**src/rtl/bht_flush_ctrl.sv**
```systemverilog
`default_nettype none

// ============================================================================
//  Module   : bht_flush_ctrl (with companion package bht_flush_pkg)
//  Purpose  : Sequences a domain-partition flush of the bimodal BHT (direction
//             counters + captured targets) on a context switch.
//             When idle, lookups and updates pass straight through to the BHT.
//             When a flush is requested, the controller:
//               1. DRAIN : stalls fetch for QUIESCE_CYC cycles so the BHT's
//                          deferred (prev_idx) update can land.
//               2. SWEEP : strobes the BHT clear port once per index,
//                          0 .. 2**IDX_WIDTH-1, on the captured partition.
//               3. DONE  : pulses flush_ack_o for one cycle.
//  Ports    :
//    clk_i, rst_ni          clock / asynchronous active-low reset
//    flush_req_i            level flush request, held until ack
//    flush_domain_i         partition to flush (PRIV, USER, INIT = both)
//    flush_ack_o            one-cycle completion pulse
//    flush_busy_o           high from acceptance through the ack cycle
//    fe_idx_i/domain/targ   frontend lookup, forwarded to the BHT
//    fe_stall_o             frontend must hold its lookup
//    update_en_i            backend update enable
//    br_result_i            backend resolved direction
//    bht_idx_o/domain/targ  BHT lookup/update address, domain and target
//    bht_update_en_o        BHT update strobe (suppressed during SWEEP)
//    bht_br_result_o        BHT resolved direction
//    bht_clr_en_o           BHT clear strobe (entry -> 2'b00, target -> 0)
//    bht_clr_idx_o          index being cleared
//    bht_clr_domain_o       partition being cleared (INIT = both)
//  Revision : 1.0  initial release
// ============================================================================

`ifndef BHT_IDX_WIDTH
`define BHT_IDX_WIDTH 4
`endif

package bht_flush_pkg;

  // Domain tag shared with the BHT. INIT selects both partitions.
  typedef logic [1:0] domain_t;

  localparam domain_t c_dom_init = 2'b00;
  localparam domain_t c_dom_priv = 2'b01;
  localparam domain_t c_dom_user = 2'b10;

endpackage

module bht_flush_ctrl
  import bht_flush_pkg::*;
#(
  parameter int IDX_WIDTH   = `BHT_IDX_WIDTH,
  parameter int QUIESCE_CYC = 2
) (
  input  logic                 clk_i,
  input  logic                 rst_ni,

  // Flush handshake
  input  logic                 flush_req_i,
  input  domain_t              flush_domain_i,
  output logic                 flush_ack_o,
  output logic                 flush_busy_o,

  // Frontend lookup
  input  logic [IDX_WIDTH-1:0] fe_idx_i,
  input  domain_t              fe_domain_i,
  input  logic [31:0]          fe_targ_i,
  output logic                 fe_stall_o,

  // Backend resolve
  input  logic                 update_en_i,
  input  logic                 br_result_i,

  // BHT lookup / update port
  output logic [IDX_WIDTH-1:0] bht_idx_o,
  output domain_t              bht_domain_o,
  output logic [31:0]          bht_targ_o,
  output logic                 bht_update_en_o,
  output logic                 bht_br_result_o,

  // BHT clear port
  output logic                 bht_clr_en_o,
  output logic [IDX_WIDTH-1:0] bht_clr_idx_o,
  output domain_t              bht_clr_domain_o
);

  // --------------------------------------------------------------------------
  // Constants
  // --------------------------------------------------------------------------

  // The drain down-counter must hold the value QUIESCE_CYC; keep at least one
  // bit so the QUIESCE_CYC=0 build still elaborates cleanly.
  localparam int c_qw = (QUIESCE_CYC > 0) ? $clog2(QUIESCE_CYC + 1) : 1;

  // Final sweep index. The sweep counter carries one extra bit so the
  // "last index" test never aliases with a wrapped-around zero.
  localparam logic [IDX_WIDTH:0] c_last_idx = {1'b0, {IDX_WIDTH{1'b1}}};

  localparam logic [c_qw-1:0] c_qload = c_qw'(QUIESCE_CYC);
  localparam logic [c_qw-1:0] c_qone  = c_qw'(1);

  // --------------------------------------------------------------------------
  // State
  // --------------------------------------------------------------------------
  typedef enum logic [1:0] {
    S_IDLE  = 2'd0,
    S_DRAIN = 2'd1,
    S_SWEEP = 2'd2,
    S_DONE  = 2'd3
  } state_t;

  state_t             r_state;
  state_t             w_state_nxt;

  logic [IDX_WIDTH:0] r_cnt;      // sweep index, IDX_WIDTH+1 bits
  logic [c_qw-1:0]    r_qcnt;     // drain cycles remaining
  domain_t            r_dom;      // partition captured at acceptance

  logic               w_accept;
  logic               w_drain_last;
  logic               w_sweep_last;
  logic               w_in_sweep;

  // DRAIN is entered with r_qcnt = QUIESCE_CYC, so the cycle that observes 1
  // is the last drain cycle. Never evaluated when QUIESCE_CYC is 0 because
  // DRAIN is skipped entirely in that build.
  assign w_drain_last = (r_qcnt == c_qone);
  assign w_sweep_last = (r_cnt == c_last_idx);

  // --------------------------------------------------------------------------
  // FSM state register
  // --------------------------------------------------------------------------
  always_ff @(posedge clk_i or negedge rst_ni) begin
    if (!rst_ni) begin
      r_state <= S_IDLE;
    end else begin
      r_state <= w_state_nxt;
    end
  end

  // --------------------------------------------------------------------------
  // FSM next-state and output decode
  //
  // Every flush-control output decodes registered state only, so there is no
  // combinational path from flush_req_i to stall/clear/ack/busy. The lookup
  // and update channel is a pure wire path in every state; only the update
  // strobe is masked while the sweep is clearing entries.
  // --------------------------------------------------------------------------
  always_comb begin
    w_state_nxt      = r_state;
    w_accept         = 1'b0;
    w_in_sweep       = 1'b0;

    flush_ack_o      = 1'b0;
    flush_busy_o     = 1'b0;
    fe_stall_o       = 1'b0;
    bht_clr_en_o     = 1'b0;
    bht_clr_idx_o    = r_cnt[IDX_WIDTH-1:0];
    bht_clr_domain_o = r_dom;

    bht_idx_o        = fe_idx_i;
    bht_domain_o     = fe_domain_i;
    bht_targ_o       = fe_targ_i;
    bht_br_result_o  = br_result_i;
    bht_update_en_o  = update_en_i;

    case (r_state)
      S_IDLE: begin
        if (flush_req_i) begin
          w_accept    = 1'b1;
          w_state_nxt = (QUIESCE_CYC == 0) ? S_SWEEP : S_DRAIN;
        end
      end

      S_DRAIN: begin
        // In-flight updates are still allowed through so the BHT's deferred
        // write completes before the sweep starts.
        flush_busy_o = 1'b1;
        fe_stall_o   = 1'b1;
        if (w_drain_last) begin
          w_state_nxt = S_SWEEP;
        end
      end

      S_SWEEP: begin
        flush_busy_o = 1'b1;
        fe_stall_o   = 1'b1;
        bht_clr_en_o = 1'b1;
        w_in_sweep   = 1'b1;
        if (w_sweep_last) begin
          w_state_nxt = S_DONE;
        end
      end

      S_DONE: begin
        // Request is ignored here; a still-high request is taken on the
        // following IDLE cycle, giving back-to-back flushes.
        flush_busy_o = 1'b1;
        flush_ack_o  = 1'b1;
        w_state_nxt  = S_IDLE;
      end

      default: begin
        w_state_nxt = S_IDLE;
      end
    endcase

    // An update landing mid-sweep would target an entry that is being (or
    // will be) cleared; the backend does not replay it, so it is dropped.
    if (w_in_sweep) begin
      bht_update_en_o = 1'b0;
    end
  end

  // --------------------------------------------------------------------------
  // Captured flush domain
  // Sampled only on acceptance, so domain changes mid-flush have no effect.
  // --------------------------------------------------------------------------
  always_ff @(posedge clk_i or negedge rst_ni) begin
    if (!rst_ni) begin
      r_dom <= c_dom_init;
    end else if (w_accept) begin
      r_dom <= flush_domain_i;
    end
  end

  // --------------------------------------------------------------------------
  // Drain down-counter
  // Loaded on acceptance, decremented through DRAIN.
  // --------------------------------------------------------------------------
  always_ff @(posedge clk_i or negedge rst_ni) begin
    if (!rst_ni) begin
      r_qcnt <= '0;
    end else if (w_accept) begin
      r_qcnt <= c_qload;
    end else if ((r_state == S_DRAIN) && !w_drain_last) begin
      r_qcnt <= r_qcnt - c_qone;
    end
  end

  // --------------------------------------------------------------------------
  // Sweep counter
  // Counts 0..2**IDX_WIDTH-1 through SWEEP and is held at zero otherwise, so
  // each sweep starts from index 0. A reset mid-sweep abandons the partial
  // sweep; the next request starts a fresh one.
  // --------------------------------------------------------------------------
  always_ff @(posedge clk_i or negedge rst_ni) begin
    if (!rst_ni) begin
      r_cnt <= '0;
    end else if (r_state == S_SWEEP) begin
      r_cnt <= r_cnt + 1'b1;
    end else begin
      r_cnt <= '0;
    end
  end

endmodule

`default_nettype wire

```
**config.mk**
```make
export PLATFORM = sky130hd
export DESIGN_NAME = bht_flush_ctrl
export DESIGN_NICKNAME = d
export VERILOG_FILES = /design/src/rtl/bht_flush_ctrl.sv
export SDC_FILE = /design/constraint.sdc
export NUM_CORES = 1
export LEC_CHECK = 0
export CAP_MARGIN = 25
export CORE_MARGIN = 2
export CORE_UTILIZATION = 26
export CTS_CLUSTER_SIZE = 30
export DETAILED_ROUTE_END_ITERATION = 8
export PLACE_DENSITY = 0.81
export SLEW_MARGIN = 0
export SYNTH_ARGS = -nofsm -noshare
export SYNTH_HDL_FRONTEND = slang
export SYNTH_SLANG_ARGS = --single-unit
export TNS_END_PERCENT = 1
```
**constraint.sdc**
```tcl
create_clock -name clk_i -period 1.8 [get_ports clk_i]
set_clock_uncertainty 0.2 [all_clocks]
set_input_delay 0.27 -clock clk_i [delete_from_list [all_inputs] [get_ports clk_i]]
set_output_delay 0.27 -clock clk_i [all_outputs]
set_load 0.005 [all_outputs]
```
==> After elaboration in Yosys (flattened, before gate mapping) <==
Index checks and enable logic that the tools add are counted.
{ "totals": {"register_bits": 11, "inputBits": 45, "out_inout_bits": 50} }
{ "op_classes": {"n_addsub": 2, "eq_ne": 8, "n_mux": 14, "reduce_logical": 7} }
{ "op_table": {"columns": ["op", "count"], "rows": [
  ["two-way mux 2 bit", 5],
  ["one-hot mux 2 bit (4 select lines)", 1],
  ["two-way mux 1 bit", 7],
  ["!= test 2 bit, second input constant", 3],
  ["adder 5 x 1 -> 5 bit, second input constant", 1],
  ["equality test 5 x 4 -> 1 bit, second input constant", 1],
  ["two-way mux 5 bit", 1],
  ["equality test 2 x 1 -> 1 bit, second input constant", 2],
  ["equality test 2 bit, second input constant", 2],
  ["AND reduction 3 bit", 1],
  ["OR reduction 3 bit", 1],
  ["zero test 2 bit", 1],
  ["nonzero test 2 bit", 1],
  ["OR reduction 2 bit", 1],
  ["subtractor 2 x 1 -> 2 bit, second input constant", 1],
  ["logical AND 1 bit", 1],
  ["zero test 1 bit", 1]
]} }

==> Depth between registers and ports, before layout <==
{ "depth": {"word_depth": 5, "ltp_mapped": 6, "ltp_nobuf": 6} }

==> Least setup slack after synthesis <==
Ideal clock, no wire load.
{ "synth_timing": {"path_type": "register -> register", "startpoint": "register r_cnt[0]", "endpoint": "register r_state[1]", "setup_time_ps": 128, "arrival_ps": 1423, "t_required_ps": 1472, "setup_slack_ps": 50, "path_stages_with_launch": 7, "period_less_slack_ps": 1750, "path_cell_list": "dfrtp_1 > ha_1 > and3_1 > ha_1 > inv_1 > a221oi_2 > mux2_1"} }
{ "synth_via": {"elab_chain_len": 3} }
{ "synth_rtl": {"columns": ["item", "line", "rtl"], "rows": [
  ["start, declared", "114", "logic [IDX_WIDTH:0] r_cnt;"],
  ["start signal, assigned", "250", "r_cnt <= r_cnt + 1'b1;"],
  ["equality test 5 x 4 -> 1 bit", "127", "assign w_sweep_last = (r_cnt == c_last_idx);"],
  ["!= test 2 bit (no source line)", null, null],
  ["AND reduction 3 bit (no source line)", null, null],
  ["end signal, assigned", "136", "r_state <= w_state_nxt;"],
  ["end, declared", "111", "state_t r_state;"]
]} }
No other way between the ends.
A chain may end at the register's enable or synchronous reset.

==> Final worst setup path <==
{ "layout_timing": {"startpoint": "register r_state[1]", "endpoint": "output flush_busy_o"} }
{ "layout_via": {"elab_chain_len": 3} }
{ "layout_rtl": {"columns": ["item", "line", "rtl"], "rows": [
  ["equality test 2 x 1 -> 1 bit / equality test 2 bit (equally long branches)", "166", "case (r_state)"],
  ["OR reduction 3 bit (no source line) (*)", null, null],
  ["two-way mux 1 bit (*)", "166", null],
  ["end, declared", "61", "output logic flush_busy_o,"]
]} }
Every way passes the cells marked *; elsewhere a longest branch is shown, timed or not.

==> results.yml <==
worst_setup_path:
  r2r_start: "r_cnt[0]$_DFF_PN0_"
  required_ps: 1330
  crit_slowest_cell: "dfrtp_1"
  reg2reg_slack_ps: -10
  cp-end-kind: "output pin"
  crit-reg2reg-capture: "r_state[1]$_DFFE_PN0P_"
  path_cells: "buf_4 > inv_2 > ha_1 > inv_1 > dlygate4sd2_1"
  rr_worst_depth: 6
  crit_family: "buffers and inverters"
  worst_setup_path_start_kind: "register"
  critical_path_class: "register to output pin"
  worst-path-buf-inv: 4
  worstSetupStartpoint: "r_state[1]$_DFFE_PN0P_"
  crit_fanout: 3
  crit_arrival_ps: 1350
  slowest_delay_ps: 400
synth:
  synthSimpleGateAreaFrac: 0.0769
  synth_cell_types: 20
  synth_top_family_by_area: "buffers and inverters"
  synthesis.yosys.warnings: 0
  yosys-mux-area-fraction: 0.0378
  synth_area_per_cell_um2: 9.72
  synth-xor-area-share: 0.0294
  ys_ff_latch: 11
  synth_nets: 145
  yosysSeqAreaShare: 0.308
  synth_cells: 92
  synth-adder-area-share: 0.112
  syn_area_um2: 895
  synth_compound_area_frac: 0.0462
job:
  max-cap-violations: 0
global_route:
  grt_pass1_vias: 459
  grt_antenna_before_repair: 0
  grt_pass1_wl_um: 2100
  gr-total-overflow: 0
  grt.total_usage: 0.0701
  grt_start_max_net_pins: 12
drt:
  drc_errors: 0
  wirelength_um: 1240
  vias: 440
  drtPass1Iterations: 2
  postRouteAntennaNets: 0
  via_per_inst: 3.64
  wire_per_inst_um: 10.2
  drtIter0Drc: 8
die:
  die_w_um: 62.7
  io_pins: 95
  fp-row-count: 21
  dieArea_um2: 3930
  fp.coreArea_um2: 3310
  dieHeight_um: 62.7
  start_util: 0.270
sta:
  rsz0062_at_grt: "true"
  setup_viol: 3
  maxSlewViolCount: 0
  worst_slack_ps: -23.4
  post-route-min-period_ps: 1820
  finalHoldViolations: 0
  setup_tns_ps: -46.3
  fmax_ghz: 0.548
  min_period_over_period: 1.01
  slew_headroom: 0.681
  worst_pin_slew_ps: 477
power:
  power.density_nw_per_um2: 1500
  p_leak_nw: 0.415
  total_power_mw: 1.29
  ir_worst_vdd_mv: 0.812
clocking:
  cts_tree: "built"
  htreeDepth: 1
  numCtsBuffers: 3
  cts_num_sinks: 11
  clk_latency_ps: 280
  ctsLongestPathBuffers: 2
  cts.clk_slew.worst_paths_ps: 70
  postCtsHoldBufs: 0
  cts_root_buffer: "clkbuf_4"
cells_and_area:
  antenna_cells: 0
  design_area_um2: 865
  fin_nets: 129
  drive_gt1_frac: 0.240
  syn_to_final_growth_pct: -3.36
outcome:
  status: "complete, but fails checks"
  violations: "setup timing"
placed_design:
  postPlaceCellArea_um2: 827
  dp.final_hpwl_um: 952
  port_buffers: 16
  post-place-ws_ps: -24.3
  place.gp.congestion: 0.788
worst_hold_path:
  hp-class: "primary input to asynchronous set/reset pin"
-- worst max-delay path by stage --
stage,end,slack [ps],depth (start not counted)
after floorplan,r_state[1]$_DFFE_PN0P_,50,6
after global routing,r_state[1]$_DFFE_PN0P_,-100,6
final,flush_busy_o,-20,5
after CTS,bht_update_en_o,-200,3
after detailed placement,r_state[1]$_DFFE_PN0P_,-20,4
after global placement,bht_update_en_o,-2,3
-- Yosys cell counts --
library cell  instances  area share
mux2_2                2       0.025
nor2b_1               3       0.021
ha_1                  8        0.11
o211ai_1              1      0.0084
and3_1                1      0.0070
dfrtp_1              11        0.31
xnor2_1               2       0.020
nor2_1                1      0.0042
mux2_1                1       0.013
a2bb2oi_1             1      0.0098
a221oi_2              1       0.017
xor2_1                1      0.0098
buf_4                43        0.36
nand2_1               2      0.0084
and2_1                3       0.021
inv_2                 1      0.0042
nor2b_2               1      0.0098
inv_1                 6       0.025
a21oi_1               2       0.011
nand3_1               1      0.0056
-- final cells by class --
| cell class | count | area [um2] |
|---|---|---|
| fill | 376 | 2450 |
| sequential | 11 | 275 |
| multi-input combinational | 31 | 275 |
| timing repair buffer | 22 | 204 |
| tap | 46 | 57.6 |
| clock buffer | 4 | 26.3 |
| inverter | 7 | 26.3 |
-- logic make-up (layout without fill, tap and decap cells) --
logic type | count (synthesis) | count (layout)
AND/OR/NAND/NOR | 12 | 12
flip-flops | 11 | 11
XOR/XNOR | 3 | 3
multiplexers | 3 | 3
AO/OA/AOI/OAI | 5 | 5
adder cells (fa/ha/maj) | 8 | 8
buffers and inverters | 50 | 33
-- where the power goes --
part | total, mW | internal [mW] | switching (mW)
logic | 0.725 | 0.424 | 0.301
clock network | 0.176 | 0.0861 | 0.0898
registers | 0.392 | 0.340 | 0.0512
-- cell usage in the layout (no fill, tap or decap), drive strengths merged --
| cell type | instances |
|---|---|
| mux2 | 3 |
| and2 | 3 |
| ha | 8 |
| clkdlybuf4s15 | 1 |
| nor2 | 1 |
| nand2 | 2 |
| buf | 6 |
| dfrtp | 11 |
| xnor2 | 2 |
| xor2 | 1 |
| clkbuf | 4 |
| a221oi | 1 |
| and3 | 1 |
| nand3 | 1 |
| o211ai | 1 |
| inv | 7 |
| dlymetal6s2s | 1 |
| clkdlybuf4s50 | 11 |
| a2bb2oi | 1 |
| dlygate4sd2 | 3 |
| a21oi | 2 |
| nor2b | 4 |
-- what timing repair did --
action,4_1_cts,5_1_grt
setup buffers,0,1
endpoints found under the setup margin,6,4
pin swaps,0,0
resized for setup,7,3
-- through the flow --
step / utilization / cells / hold WS [ps]
4_1_cts: 0.257 / 120 / 133
6_report: 0.261 / 121 / 111
5_1_grt: 0.261 / 121 / 151
3_5_place_dp: 0.250 / 116 / 301
2_1_floorplan: - / 92 / -226
3_3_place_gp: 0.250 / 116 / 292
-- sequential cells by signal, indices dropped and copies added (netlist names) --
register / flops
r_state: 2
bht_clr_domain_o: 2
r_cnt: 5
r_qcnt: 2
-- routing by layer --
metal / global-route usage / vias up / part of all wire
met5: 0 / - / 0
met4: 0.0667 / 0 / 0.026
met3: 0.0252 / 6 / 0.10
met2: 0.106 / 15 / 0.47
met1: 0.0750 / 207 / 0.40
li1: - / 212 / -
No activity file was read; power rests on OpenSTA's default activity.
